===== config.mk =====
export PLATFORM = sky130hd
export DESIGN_NAME = prefix_addsub_pipe
export DESIGN_NICKNAME = d
export VERILOG_FILES = /design/src/rtl/arith_pkg.sv /design/src/rtl/prefix_level.sv /design/src/rtl/prefix_addsub_pipe.sv
export SDC_FILE = /design/constraint.sdc
export NUM_CORES = 1
export LEC_CHECK = 0
export ABC_CLOCK_PERIOD_IN_PS = 7400
export BUFFER_PORTS_ARGS = -buffer_cell sky130_fd_sc_hd__buf_2
export CAP_MARGIN = 15
export CORE_ASPECT_RATIO = 1.5
export CORE_MARGIN = 2
export CORE_UTILIZATION = 50
export CTS_CLUSTER_DIAMETER = 40
export CTS_CLUSTER_SIZE = 12
export DETAILED_ROUTE_END_ITERATION = 8
export GPL_TIMING_DRIVEN = 1
export PLACE_DENSITY = 0.79
export SLEW_MARGIN = 30
export SYNTH_ARGS = -nofsm -noshare
export SYNTH_HDL_FRONTEND = slang
export SYNTH_SLANG_ARGS = --single-unit

===== constraint.sdc =====
create_clock -name clk -period 7.4 [get_ports clk]
set_input_delay 0.37 -clock clk [delete_from_list [all_inputs] [get_ports clk]]
set_output_delay 0.37 -clock clk [all_outputs]
set_load 0.005 [all_outputs]

===== src/rtl/arith_pkg.sv =====
`default_nettype none
// ============================================================================
//  Module   : arith_pkg
//  Purpose  : Shared op encodings and pipeline-placement helpers for the
//             sparse prefix add/sub engine.
//  Revision : 1.0
// ============================================================================
package arith_pkg;

    typedef enum logic [1:0] {
        OP_ADD = 2'b00,
        OP_SUB = 2'b01,
        OP_ADC = 2'b10,
        OP_SBB = 2'b11
    } op_e;

    function automatic int num_levels(input int width);
        return $clog2(width) + 1;
    endfunction

    function automatic int stage_level(input int k, input int stages, input int levels);
        return (k * levels) / (stages + 1);
    endfunction

    // Intermediate register stage sitting after prefix level lvl (0 = none).
    // The last stage is always the result register, so only k < stages count here.
    function automatic int reg_stage_at(input int lvl, input int stages, input int levels);
        int hit;
        hit = 0;
        for (int k = 1; k < stages; k++) begin
            if (stage_level(k, stages, levels) == lvl) hit = k;
        end
        return hit;
    endfunction

endpackage
`default_nettype wire


===== src/rtl/prefix_level.sv =====
`default_nettype none
// ============================================================================
//  Module   : prefix_level
//  Purpose  : One combinational level of the hybrid sparse prefix tree.
//  Revision : 1.0
// ============================================================================
module prefix_level #(
    parameter int WIDTH = 32,
    parameter int LEVEL = 1,
    parameter bit FINAL = 1'b0
) (
    input  logic [WIDTH-1:0] i_p,
    input  logic [WIDTH-1:0] i_g,
    output logic [WIDTH-1:0] o_p,
    output logic [WIDTH-1:0] o_g
);
    localparam int DIST = FINAL ? 1 : (1 << (LEVEL - 1));

    for (genvar i = 0; i < WIDTH; i++) begin : g_bit
        // Odd bits build the sparse Kogge-Stone spine; the final level fills even bits.
        localparam bit ACTIVE = FINAL ? ((i > 0) && (i % 2 == 0))
                                      : ((i % 2 == 1) && (i >= DIST));
        if (ACTIVE) begin : g_merge
            assign o_g[i] = i_g[i] | (i_p[i] & i_g[i-DIST]);
            assign o_p[i] = i_p[i] & i_p[i-DIST];
        end else begin : g_pass
            assign o_g[i] = i_g[i];
            assign o_p[i] = i_p[i];
        end
    end

endmodule
`default_nettype wire


===== src/rtl/prefix_addsub_pipe.sv =====
`default_nettype none
// ============================================================================
//  Module   : prefix_addsub_pipe
//  Purpose  : Pipelined add/sub unit on a sparse prefix tree with flags,
//             sideband tag and valid/ready flow control.
//  Revision : 1.0
// ============================================================================
module prefix_addsub_pipe
    import arith_pkg::*;
#(
    parameter int WIDTH       = 32,
    parameter int PIPE_STAGES = 1,
    parameter int TAG_W       = 4
) (
    input  logic             clk,
    input  logic             rst_n,
    input  logic             flush,
    input  logic             in_valid,
    output logic             in_ready,
    input  logic [WIDTH-1:0] in_a,
    input  logic [WIDTH-1:0] in_b,
    input  logic [1:0]       in_op,
    input  logic             in_ci,
    input  logic [TAG_W-1:0] in_tag,
    output logic             out_valid,
    input  logic             out_ready,
    output logic [WIDTH-1:0] out_sum,
    output logic             out_co,
    output logic             out_ovf,
    output logic             out_zero,
    output logic [TAG_W-1:0] out_tag
);
    localparam int LEVELS = num_levels(WIDTH);
    localparam int SIDE_W = WIDTH + 1 + TAG_W;
    localparam int RES_W  = WIDTH + 3 + TAG_W;

    logic [WIDTH-1:0]       b_prep;
    logic                   ci_prep;
    logic [PIPE_STAGES:0]   ld;
    logic [RES_W-1:0]       res, res_out;

    always_comb begin
        b_prep  = in_b;
        ci_prep = 1'b0;
        case (in_op)
            OP_SUB: begin b_prep = ~in_b; ci_prep = 1'b1;   end
            OP_ADC: begin                 ci_prep = in_ci;  end
            OP_SBB: begin b_prep = ~in_b; ci_prep = ~in_ci; end
            default: ;
        endcase
    end

    for (genvar l = 0; l <= LEVELS; l++) begin : g_lvl
        localparam int STG = reg_stage_at(l, PIPE_STAGES, LEVELS);
        logic [WIDTH-1:0]  p_out, g_out, p_nx, g_nx;
        logic [SIDE_W-1:0] side_cur, side_nx;

        if (l == 0) begin : g_gen
            assign p_out    = in_a ^ b_prep;
            assign g_out    = in_a & b_prep;
            assign side_cur = {in_a ^ b_prep, ci_prep, in_tag};
        end else begin : g_tree
            prefix_level #(.WIDTH(WIDTH), .LEVEL(l), .FINAL(l == LEVELS)) u_level (
                .i_p (g_lvl[l-1].p_nx),
                .i_g (g_lvl[l-1].g_nx),
                .o_p (p_out),
                .o_g (g_out)
            );
            assign side_cur = g_lvl[l-1].side_nx;
        end

        if (STG != 0) begin : g_reg
            logic [2*WIDTH+SIDE_W-1:0] data_d, data_q;
            always_comb data_d = ld[STG-1] ? {p_out, g_out, side_cur} : data_q;
            always_ff @(posedge clk) data_q <= data_d;
            assign {p_nx, g_nx, side_nx} = data_q;
        end else begin : g_thru
            assign {p_nx, g_nx, side_nx} = {p_out, g_out, side_cur};
        end
    end

    logic [WIDTH-1:0] fin_p0, carry, sum;
    logic             fin_ci;
    logic [TAG_W-1:0] fin_tag;

    assign {fin_p0, fin_ci, fin_tag} = g_lvl[LEVELS].side_nx;
    assign carry = g_lvl[LEVELS].g_nx | (g_lvl[LEVELS].p_nx & {WIDTH{fin_ci}});
    assign sum   = fin_p0 ^ {carry[WIDTH-2:0], fin_ci};
    assign res   = {sum, carry[WIDTH-1], carry[WIDTH-1] ^ carry[WIDTH-2], ~|sum, fin_tag};

    if (PIPE_STAGES == 0) begin : g_nopipe
        assign ld        = out_ready;
        assign in_ready  = out_ready;
        assign out_valid = in_valid;
        assign res_out   = res;
    end else begin : g_pipe
        logic [PIPE_STAGES-1:0] v_d, v_q;
        logic [RES_W-1:0]       res_d, res_q;

        // A stage loads when empty or when its successor drains it this cycle.
        always_comb begin
            ld[PIPE_STAGES] = out_ready;
            for (int k = PIPE_STAGES - 1; k >= 0; k--) ld[k] = ~v_q[k] | ld[k+1];
        end

        assign in_ready = rst_n & ~flush & ld[0];

        always_comb begin
            v_d = v_q;
            if (ld[0]) v_d[0] = in_valid & in_ready;
            for (int k = 1; k < PIPE_STAGES; k++) begin
                if (ld[k]) v_d[k] = v_q[k-1];
            end
            if (!rst_n || flush) v_d = '0;
        end

        always_comb res_d = ld[PIPE_STAGES-1] ? res : res_q;

        always_ff @(posedge clk) begin
            v_q   <= v_d;
            res_q <= res_d;
        end

        assign out_valid = v_q[PIPE_STAGES-1];
        assign res_out   = res_q;
    end

    assign {out_sum, out_co, out_ovf, out_zero, out_tag} = out_valid ? res_out : '0;

endmodule
`default_nettype wire

==> results.toml <==
[setup_path]
reg2reg_slack_ps = 5840
crit_path_cell_trace = "buf_2 > xor2_1 > ha_1 > a21o_1 > a221oi_1 > a21oi_2 > o211ai_1 > a21oi_1 > or3_2 > nand4b_1 > or4_1 > nor4_2"
cpMaxStageDelayCell = "buf_2"
slowest_delay_ps = 680
worstPathArrival_ps = 4290
worstPathRequired_ps = 7510
critPathCaptureType = "flip-flop"
crit_path_start_kind = "input pin"
critPathMaxFanout = 34
crit_type = "in2reg"

[route]
firstDrtPassIters = 4
vias_per_cell = 5.62
drtIter0Drc = 107
drc = 0
ant_nets = 0
routedWlPerCell_um = 14.2
routed_wl_mm = 8.00
via_count = 3156

[cts]
cts_tree = "built"
path_clk_slew_ps = 70
cts_sinks = 40
cts-root-buf = "clkbuf_8"
cts_max_level = 2
post_cts_buffers = 0
hold_buffers = 0
clock_latency_ps = 280
cts_resized = 0
numCtsBuffers = 5
cts_buffer_depth = 2

[grt]
grt_pass1_wl_mm = 12.6
grt_overflow = 0
grt_pass1_vias = 2867
grt.total_usage_pct = 20.2
grt_max_degree = 42
antenna_found_initial = 0

[timing]
worst_slew_pin_slew_ps = 903
rsz0062_at_grt = "false"
slew_headroom_pct = 39.8
timing.final.crit_period_ps = 4180
fmax_mhz = 239
drv_slew = 0
hold_violations = 0
fin_crit_sh_pct = 56.5
finClkSkew_ps = 3.03
finalSetupViolations = 0
tns_ps = 0
setup_slack_ps = 3220

[synth]
yosys_register_bits = 40
syn_nets = 478
ys_async_sr_fraction_pct = 0
synthFlopType = "edfxtp_1"
avgSynthCellArea_um2 = 9.68
syn_inst = 369
ys_top_cells_by_area = "edfxtp_1 (33%), ha_1 (11%), xor2_1 (10%)"
syn_area_um2 = 3570
yosysSeqAreaShare_pct = 33.3
synth_warnings = 0
synth_top_area_cell = "edfxtp_1"
synth-edff-count = 39
yosysTopAreaCellShare_pct = 32.8
netlist_top_cells_count = "and2_1 (43), xor2_1 (42), edfxtp_1 (39), ha_1 (32)"
synth.most_common_cell = "and2_1"
ys_types = 62

[die]
initial_utilization_pct = 51.8
io_pins = 117
die-area_um2 = 7850
die_w_um = 73.0
core_um2 = 6900
placementRows = 37
die_h_um = 108

[pwr]
ir_drop_v = 0.0000871
power_density_nw_per_um2 = 184
leakage_uw = 0.00204
finalPower_uw = 791

[final_layout]
area_delta_synth_final_pct = 20.2
n_fill_cell = 590
diodes = 0
finalNetCount = 592
final_util_pct = 62.3
multi_input_area_um2 = 2300
seqCellArea_um2 = 1190
drive_above_1_share_pct = 30.2

[place]
dp_hpwl_mm = 6.52
place.gp.congestion = 0.866
dp_worst_setup_slack_ps = 2870
portBuffers = 116

[hold_path]
min_path_type = "in2reg"

[outcome]
outcome = "complete, no violations"

[job]
cap_violations = 0
-- worst max-delay path: cells and delay by family --
family	cells	cell delay (ps)
adder cells (fa/ha/maj)	1	370
XOR/XNOR	1	180
AO/OA/AOI/OAI	5	1310
AND/OR/NAND/NOR	4	1380
buffers and inverters	1	680
-- per-layer routing --
metal | wire length (um) | part of all wire [%] | global-route usage (%) | vias up
met4 | 140 | 1.8 | 6.61 | 0
met5 | 0 | 0 | 0 | -
li1 | - | - | - | 1586
met3 | 394 | 4.9 | 2.34 | 11
met1 | 3110 | 39 | 21.5 | 1463
met2 | 4350 | 54 | 39.3 | 96
-- cell usage in the layout (no fill, tap or decap), types with 3 or more instances in the layout --
cell / synthesis / routed
buf_2: 2 / 116
and2_1: 43 / 43
xor2_1: 42 / 42
edfxtp_1: 39 / 39
ha_1: 32 / 32
nand2_1: 23 / 23
nor2_1: 23 / 23
a21oi_1: 19 / 19
xnor2_1: 12 / 12
o21ai_0: 11 / 11
inv_1: 8 / 8
a21o_1: 8 / 8
nand4_1: 7 / 7
o211ai_1: 6 / 6
clkbuf_8: 0 / 5
a31oi_1: 4 / 4
o21bai_1: 4 / 4
nor4_1: 4 / 4
a21boi_0: 4 / 4
nand2b_1: 4 / 4
or2_2: 4 / 4
or3_1: 3 / 3
o21a_1: 3 / 3
o211a_1: 3 / 3
o2111ai_1: 3 / 3
-- registers in the layout, indices dropped and copies added, names as in the netlist --
name / count
g_pipe.res_q: 39
out_valid: 1
-- power by group --
group	switching, uW	total [uW]	internal [uW]	leakage [uW]
Combinational	178	318	140	0.00158
Sequential	14.9	339	324	0.000418
Clock	70.2	134	63.9	0.0000453
-- path summary, 6_finish.rpt --
path,from,endpoint,cells past startpoint
max reg2reg,out_valid,g_pipe.res_q[4],3
min reg2reg,out_valid,out_valid,3
min,in_tag[1],g_pipe.res_q[1],1
max,in_op[0],g_pipe.res_q[4],12
-- logic make-up after synthesis --
logic type | count (synthesis) | share of synthesized area, %
xor+xnor | 54 | 13.2
simple gates | 132 | 20.9
mux | 2 | 0.630
compound gates | 90 | 18.0
fa+ha+maj | 33 | 11.8
buf+inv | 18 | 2.17
flops | 40 | 33.3
-- through the flow --
step           cells  hold slack, ps  cell area, um^2
2_1_floorplan    369             469             3570
3_3_place_gp     554             548             4210
3_5_place_dp     554             549             4210
4_1_cts          562             250             4290
5_1_grt          562             253             4300
6_report         562             259             4300
-- area by class of cell --
cell class | instances | share of cell area, %
Multi-Input combinational cell | 311 | 53.7
Tap cell | 78 | 2.27
Inverter | 8 | 0.699
Clock buffer | 5 | 1.60
Sequential cell | 40 | 27.8
Clock inverter | 3 | 0.320
Timing Repair Buffer | 117 | 13.7
(Power assumes the default switching activity.)
